File: src/rtl/oscillo_acq_pkg.sv
// oscillo_acq_pkg: shared defaults, output word layout and word builder for the acquisition arbiter
package oscillo_acq_pkg;
   localparam int SAMPLE_W_DEF   = 12;
   localparam int FIFO_DEPTH_DEF = 16;
   localparam int WORD_W         = 16;
   localparam int CHAN_BIT       = 15;
   localparam int OVF_BIT        = 14;
   localparam int SAMPLE_LSB     = 0;
   localparam int SAMPLE_FIELD_W = 12;

   typedef struct packed {
      logic                      chan;
      logic                      ovf;
      logic [1:0]                zero;
      logic [SAMPLE_FIELD_W-1:0] sample;
   } acq_word_t;

   function automatic acq_word_t make_word(input logic chan, input logic ovf,
                                           input logic [SAMPLE_FIELD_W-1:0] sample);
      logic [WORD_W-1:0] w;
      w = '0;
      w[CHAN_BIT] = chan;
      w[OVF_BIT] = ovf;
      w[SAMPLE_LSB +: SAMPLE_FIELD_W] = sample;
      return acq_word_t'(w);
   endfunction
endpackage

File: src/rtl/acq_sample_fifo.sv
// acq_sample_fifo: show-ahead synchronous FIFO with count-based flags; a full FIFO still takes a write when popped the same cycle
module acq_sample_fifo #(
   parameter int DEPTH = 16,
   parameter int W     = 16
) (
   input  logic         clk,
   input  logic         reset,
   input  logic         wr_i,
   input  logic [W-1:0] wdata_i,
   input  logic         rd_i,
   output logic [W-1:0] rdata_o,
   output logic         empty_o,
   output logic         full_o,
   output logic         wr_ok_o
);
   localparam int AW = $clog2(DEPTH);
   logic [W-1:0]  mem_q [DEPTH];
   logic [AW-1:0] wp_q, wp_d, rp_q, rp_d;
   logic [AW:0]   cnt_q, cnt_d;
   logic          rd_ok, wr_en;

   assign empty_o = cnt_q == '0;
   assign full_o  = cnt_q == (AW+1)'(DEPTH);
   assign rd_ok   = rd_i && !empty_o;
   assign wr_ok_o = !full_o || rd_ok;
   assign wr_en   = wr_i && wr_ok_o;
   assign rdata_o = empty_o ? '0 : mem_q[rp_q];

   always_comb begin
      wp_d  = wr_en ? wp_q + 1'b1 : wp_q;
      rp_d  = rd_ok ? rp_q + 1'b1 : rp_q;
      cnt_d = (wr_en && !rd_ok) ? cnt_q + 1'b1 : (!wr_en && rd_ok) ? cnt_q - 1'b1 : cnt_q;
   end

   always_ff @(posedge clk or posedge reset) begin
      if (reset) begin
         wp_q  <= '0;
         rp_q  <= '0;
         cnt_q <= '0;
      end else begin
         wp_q  <= wp_d;
         rp_q  <= rp_d;
         cnt_q <= cnt_d;
      end
   end

   always_ff @(posedge clk) begin
      if (wr_en) mem_q[wp_q] <= wdata_i;
   end
endmodule

File: src/rtl/acq_sample_arbiter.sv
// acq_sample_arbiter: two-channel ADC sample capture into one-entry holding registers,
// round-robin arbitration on contention, and a shared show-ahead sample FIFO
module acq_sample_arbiter
   import oscillo_acq_pkg::*;
#(
   parameter int SAMPLE_W   = SAMPLE_W_DEF,
   parameter int FIFO_DEPTH = FIFO_DEPTH_DEF
) (
   input  logic                clk,
   input  logic                reset,
   input  logic [1:0]          i_chan_enable,
   input  logic                i_chan0_strobe,
   input  logic                i_chan1_strobe,
   input  logic [SAMPLE_W-1:0] i_chan0_data,
   input  logic [SAMPLE_W-1:0] i_chan1_data,
   input  logic                userif_SampleRead,
   output logic [15:0]         userif_SampleData,
   output logic                userif_SampleEmpty,
   output logic                o_fifo_full,
   output logic [7:0]          o_drop_count0,
   output logic [7:0]          o_drop_count1
);
   logic [1:0]          hold_v_q, hold_v_d, ovf_q, ovf_d, strobe, cap, drop, gnt;
   logic [SAMPLE_W-1:0] hold_q [2];
   logic [SAMPLE_W-1:0] hold_d [2];
   logic [SAMPLE_W-1:0] data [2];
   logic [7:0]          drop_q [2];
   logic [7:0]          drop_d [2];
   logic                last_q, last_d, wr_ok, wr;
   acq_word_t           wdata;

   assign strobe = {i_chan1_strobe, i_chan0_strobe};
   assign data[0] = i_chan0_data;
   assign data[1] = i_chan1_data;
   assign o_drop_count0 = drop_q[0];
   assign o_drop_count1 = drop_q[1];

   always_comb begin
      gnt[0] = wr_ok && hold_v_q[0] && (!hold_v_q[1] || last_q);
      gnt[1] = wr_ok && hold_v_q[1] && (!hold_v_q[0] || !last_q);
      wr     = |gnt;
      wdata  = gnt[1] ? make_word(1'b1, ovf_q[1], SAMPLE_FIELD_W'(hold_q[1]))
                      : make_word(1'b0, ovf_q[0], SAMPLE_FIELD_W'(hold_q[0]));
      // only a contended grant moves the round-robin pointer
      last_d = (&hold_v_q && wr) ? gnt[1] : last_q;
      for (int c = 0; c < 2; c++) begin
         cap[c]      = strobe[c] && i_chan_enable[c];
         drop[c]     = cap[c] && hold_v_q[c] && !gnt[c];
         hold_v_d[c] = cap[c] || (hold_v_q[c] && !gnt[c]);
         hold_d[c]   = (cap[c] && !drop[c]) ? data[c] : hold_q[c];
         ovf_d[c]    = drop[c] || (ovf_q[c] && !gnt[c]);
         drop_d[c]   = (drop[c] && drop_q[c] != 8'hFF) ? drop_q[c] + 8'd1 : drop_q[c];
      end
   end

   always_ff @(posedge clk or posedge reset) begin
      if (reset) begin
         hold_v_q  <= '0;
         ovf_q     <= '0;
         last_q    <= 1'b1;
         hold_q[0] <= '0;
         hold_q[1] <= '0;
         drop_q[0] <= '0;
         drop_q[1] <= '0;
      end else begin
         hold_v_q  <= hold_v_d;
         ovf_q     <= ovf_d;
         last_q    <= last_d;
         hold_q[0] <= hold_d[0];
         hold_q[1] <= hold_d[1];
         drop_q[0] <= drop_d[0];
         drop_q[1] <= drop_d[1];
      end
   end

   acq_sample_fifo #(.DEPTH(FIFO_DEPTH), .W(WORD_W)) u_fifo (
      .clk     (clk),
      .reset   (reset),
      .wr_i    (wr),
      .wdata_i (wdata),
      .rd_i    (userif_SampleRead),
      .rdata_o (userif_SampleData),
      .empty_o (userif_SampleEmpty),
      .full_o  (o_fifo_full),
      .wr_ok_o (wr_ok)
   );
endmodule
File: config.mk
export PLATFORM = sky130hd
export DESIGN_NAME = acq_sample_arbiter
export DESIGN_NICKNAME = d
export VERILOG_FILES = /design/src/rtl/oscillo_acq_pkg.sv /design/src/rtl/acq_sample_fifo.sv /design/src/rtl/acq_sample_arbiter.sv
export SDC_FILE = /design/constraint.sdc
export NUM_CORES = 1
export LEC_CHECK = 0
export ABC_AREA = 1
export ABC_CLOCK_PERIOD_IN_PS = 3200
export CORE_ASPECT_RATIO = 1.75
export CORE_MARGIN = 2
export CORE_UTILIZATION = 40
export CTS_CLUSTER_DIAMETER = 30
export DETAILED_ROUTE_END_ITERATION = 12
export GPL_TIMING_DRIVEN = 1
export MAX_ROUTING_LAYER = met4
export PLACE_DENSITY = 0.68
export SYNTH_ARGS = -nofsm -noshare
export SYNTH_HDL_FRONTEND = slang
export SYNTH_HIERARCHICAL = 1
export SYNTH_SLANG_ARGS = --single-unit
File: constraint.sdc
create_clock -name clk -period 3.2 [get_ports clk]
set_clock_uncertainty 0.1 [all_clocks]
set_input_delay 0.64 -clock clk [delete_from_list [all_inputs] [get_ports clk]]
set_output_delay 0.64 -clock clk [all_outputs]
set_load 0.01 [all_outputs]
==> flow_summary.ini <==
[synthesis]
synth_top_area_cell = edfxtp_1
postSynthAreaPerCell_um2 = 10.5
ys_ff_latch = 314
synth_area_mm2 = 0.0134
synth_top_cell_area_share_pct = 57.4
ys_types = 25
ys_warn_count = 6
synth_cells = 1271
yosysSeqAreaShare_pct = 68.2
synth_area_leaders = edfxtp_1 (57%), nand2_1 (15%), dfrtp_1 (11%)

[final_layout]
fin_nets = 1438
fin_cells = 1826
multi_input_area_mm2 = 0.00391
n_antenna_cell = 0
fill_cells = 2903
final_layout_size_suffix_gt1_share_pct = 9.50
areaGrowthSynthToFinish_pct = 21.2
regArea_mm2 = 0.00915
final_core_util_pct = 49.2

[route]
drt_wl_total_um = 32500
num_vias = 9357
drtPass1Iterations = 5
wl_per_cell_um = 17.8
drt_iter0_drc = 622
viasPerCell = 5.12
drc = 0
ant_nets = 0

[place]
dp_cells = 1756
io_buffers = 64
dpl.hpwl_um = 19800
gp_congestion = 0.788

[timing]
hold_violations = 0
hold-worst-slack_ns = 0.375
fin_crit_ns = 3.09
final.period_utilization_pct = 96.7
setup-violations-final = 0
finalMaxSlewViolations = 0
slew_headroom_pct = 58.9
fmax_mhz = 323
worst_pin_slew_ns = 0.615
fin_tns_setup_ns = 0

[worst_setup_path]
cp.arrival_ns = 2.35
critical_path_required_ns = 2.46
reg2reg_depth = 17
path_class = reg -> out
crit_fanout = 43
startpoint_type = register
r2r_end = u_fifo/cnt_q[4]
cp-endpoint = userif_SampleData[7]
critPathCaptureType = primary output
reg2reg_from = u_fifo/cnt_q[0]
setup.worst_path.start = u_fifo/rp_q[0]
r2r_slack_ns = 0.60

[min_path]
hp-class = reg -> reg
min_from = hold_q[23]

[clock_tree]
insertion_delay_ns = 0.51
cts_made_buffers = 35
cts_num_sinks = 314
holdBufCountCts = 0
clk_path_buf_depth = 3
cts-root-buf = clkbuf_16
cts_tree = built
htree_levels = 2
clkSlewWorstSetupHoldPaths_ns = 0.06

[global_route]
overflow = 0
grt_max_degree = 88
grtUsageTotal_pct = 19.4
antenna_found_initial = 0
grt_first_pass_wirelength_um = 50900
grt_pass1_vias = 9369

[floorplan]
num_rows = 88
dieArea_mm2 = 0.0350
core_mm2 = 0.0330
io_pins = 65
die_y_um = 246
start_util_pct = 40.6
die_w_um = 142

[outcome]
run_status = finished clean

[power_and_ir_drop]
total_power_uw = 16700
leakagePower_uw = 0.00665
power_density_mw_per_mm2 = 1030
ir_drop_v = 0.000510

[job]
drv_cap = 0
==> worst min-delay path by stage <==
stage | end | depth (start not counted) | slack, ns
3_5_place_dp | hold_q[23] | 2 | 0.36
6_report | hold_q[23] | 2 | 0.38
3_3_place_gp | hold_q[9] | 2 | 0.36
4_1_cts | hold_q[21] | 2 | 0.38
2_1_floorplan | hold_q[0] | 2 | 0.34
5_1_grt | hold_q[23] | 2 | 0.40
==> logic make-up after synthesis <==
group / Yosys count / share of synthesized area, %
and+or+nand+nor: 800 / 24.9
DFF: 314 / 68.2
buffers and inverters: 100 / 3.61
xor gates and xnor gates: 15 / 0.981
other: 1 / 0.0280
adders and majority gates: 12 / 1.18
AOI/OAI and AO/OA: 29 / 1.08
==> per-layer routing <==
layer	part of all wire (%)	track usage [%]	vias up	wire length, um
met5	0	-	-	0
met4	3.6	8.68	0	1170
met3	5.7	2.25	74	1860
met2	54	34.5	327	17500
met1	37	21.8	4445	11900
li1	-	-	4511	-
==> placed cells by master (no fill, tap or decap), drive strengths merged, types with 9 or more instances in the layout <==
master	netlist	final
clkdlybuf4s50	0	48
conb	1	32
clkbuf	16	48
o21ai	10	10
clkinv	0	9
edfxtp	256	256
a21oi	19	19
buf	45	50
ha	11	11
nand3	231	231
xor2	10	10
nand2	532	532
inv	39	45
nor2	36	36
dfrtp	57	57
==> where the power goes <==
part           switching (uW)  leakage [uW]  internal, uW  total [uW]
combinational            4200       0.00301          2180        6380
sequential                389       0.00307          5850        6240
clock                    1630      0.000575          2430        4050
==> cells in the mapped netlist <==
cell type,count
nand2_2,8
nand2_4,1
nor2_2,2
nand2_1,523
buf_6,2
nor2_1,33
buf_1,4
clkbuf_1,16
conb_1,1
nor2_4,1
xnor2_1,5
dfstp_2,1
buf_2,21
edfxtp_1,256
dfrtp_1,57
inv_2,2
buf_4,18
o21ai_0,10
nand3b_1,1
nand3_1,231
xor2_1,10
inv_1,37
a21oi_1,19
ha_1,11
fa_1,1
==> metrics by stage <==
stage,cell area (um^2),worst slack [ns]
2_1_floorplan,13500,0.703
3_3_place_gp,14900,0.227
3_5_place_dp,14900,0.188
4_1_cts,16200,-0.207
5_1_grt,16200,-0.000586
6_report,16200,0.105
==> critical path: stages (launching register included) <==
cell and delay [ns]:
dfrtp_4 0.52, buf_4 0.17, clkbuf_16 0.25, nand2_1 0.08
nand3_1 0.08, nand3_1 0.06, nand2_1 0.08, nand2_1 0.11
a21oi_2 0.19, dlygate4sd2_1 0.29
==> area by class of cell <==
cell class | instances | share of cell area, %
flip-flops and latches | 314 | 56.3
multi-input cells | 888 | 24.1
repair buffers | 117 | 8.18
clock buffers | 43 | 5.90
well taps | 405 | 3.12
clock inverters | 20 | 1.43
inverters | 39 | 0.994
==> flip-flops by register name (all words and copies together) (netlist names) <==
name	flops
u_fifo/cnt_q	5
o_drop_count1	8
o_drop_count0	8
u_fifo/rp_q	4
ovf_q	2
last_q	1
u_fifo/mem_q	256
u_fifo/wp_q	4
hold_v_q	2
hold_q	24
==> repair_timing <==
action                                  CTS  global route
setup buffers                             2             1
endpoints found under the setup margin   16             8
gates resized for setup                  18            18
cloned                                    2             2
Power figures use the tool's default switching activity.
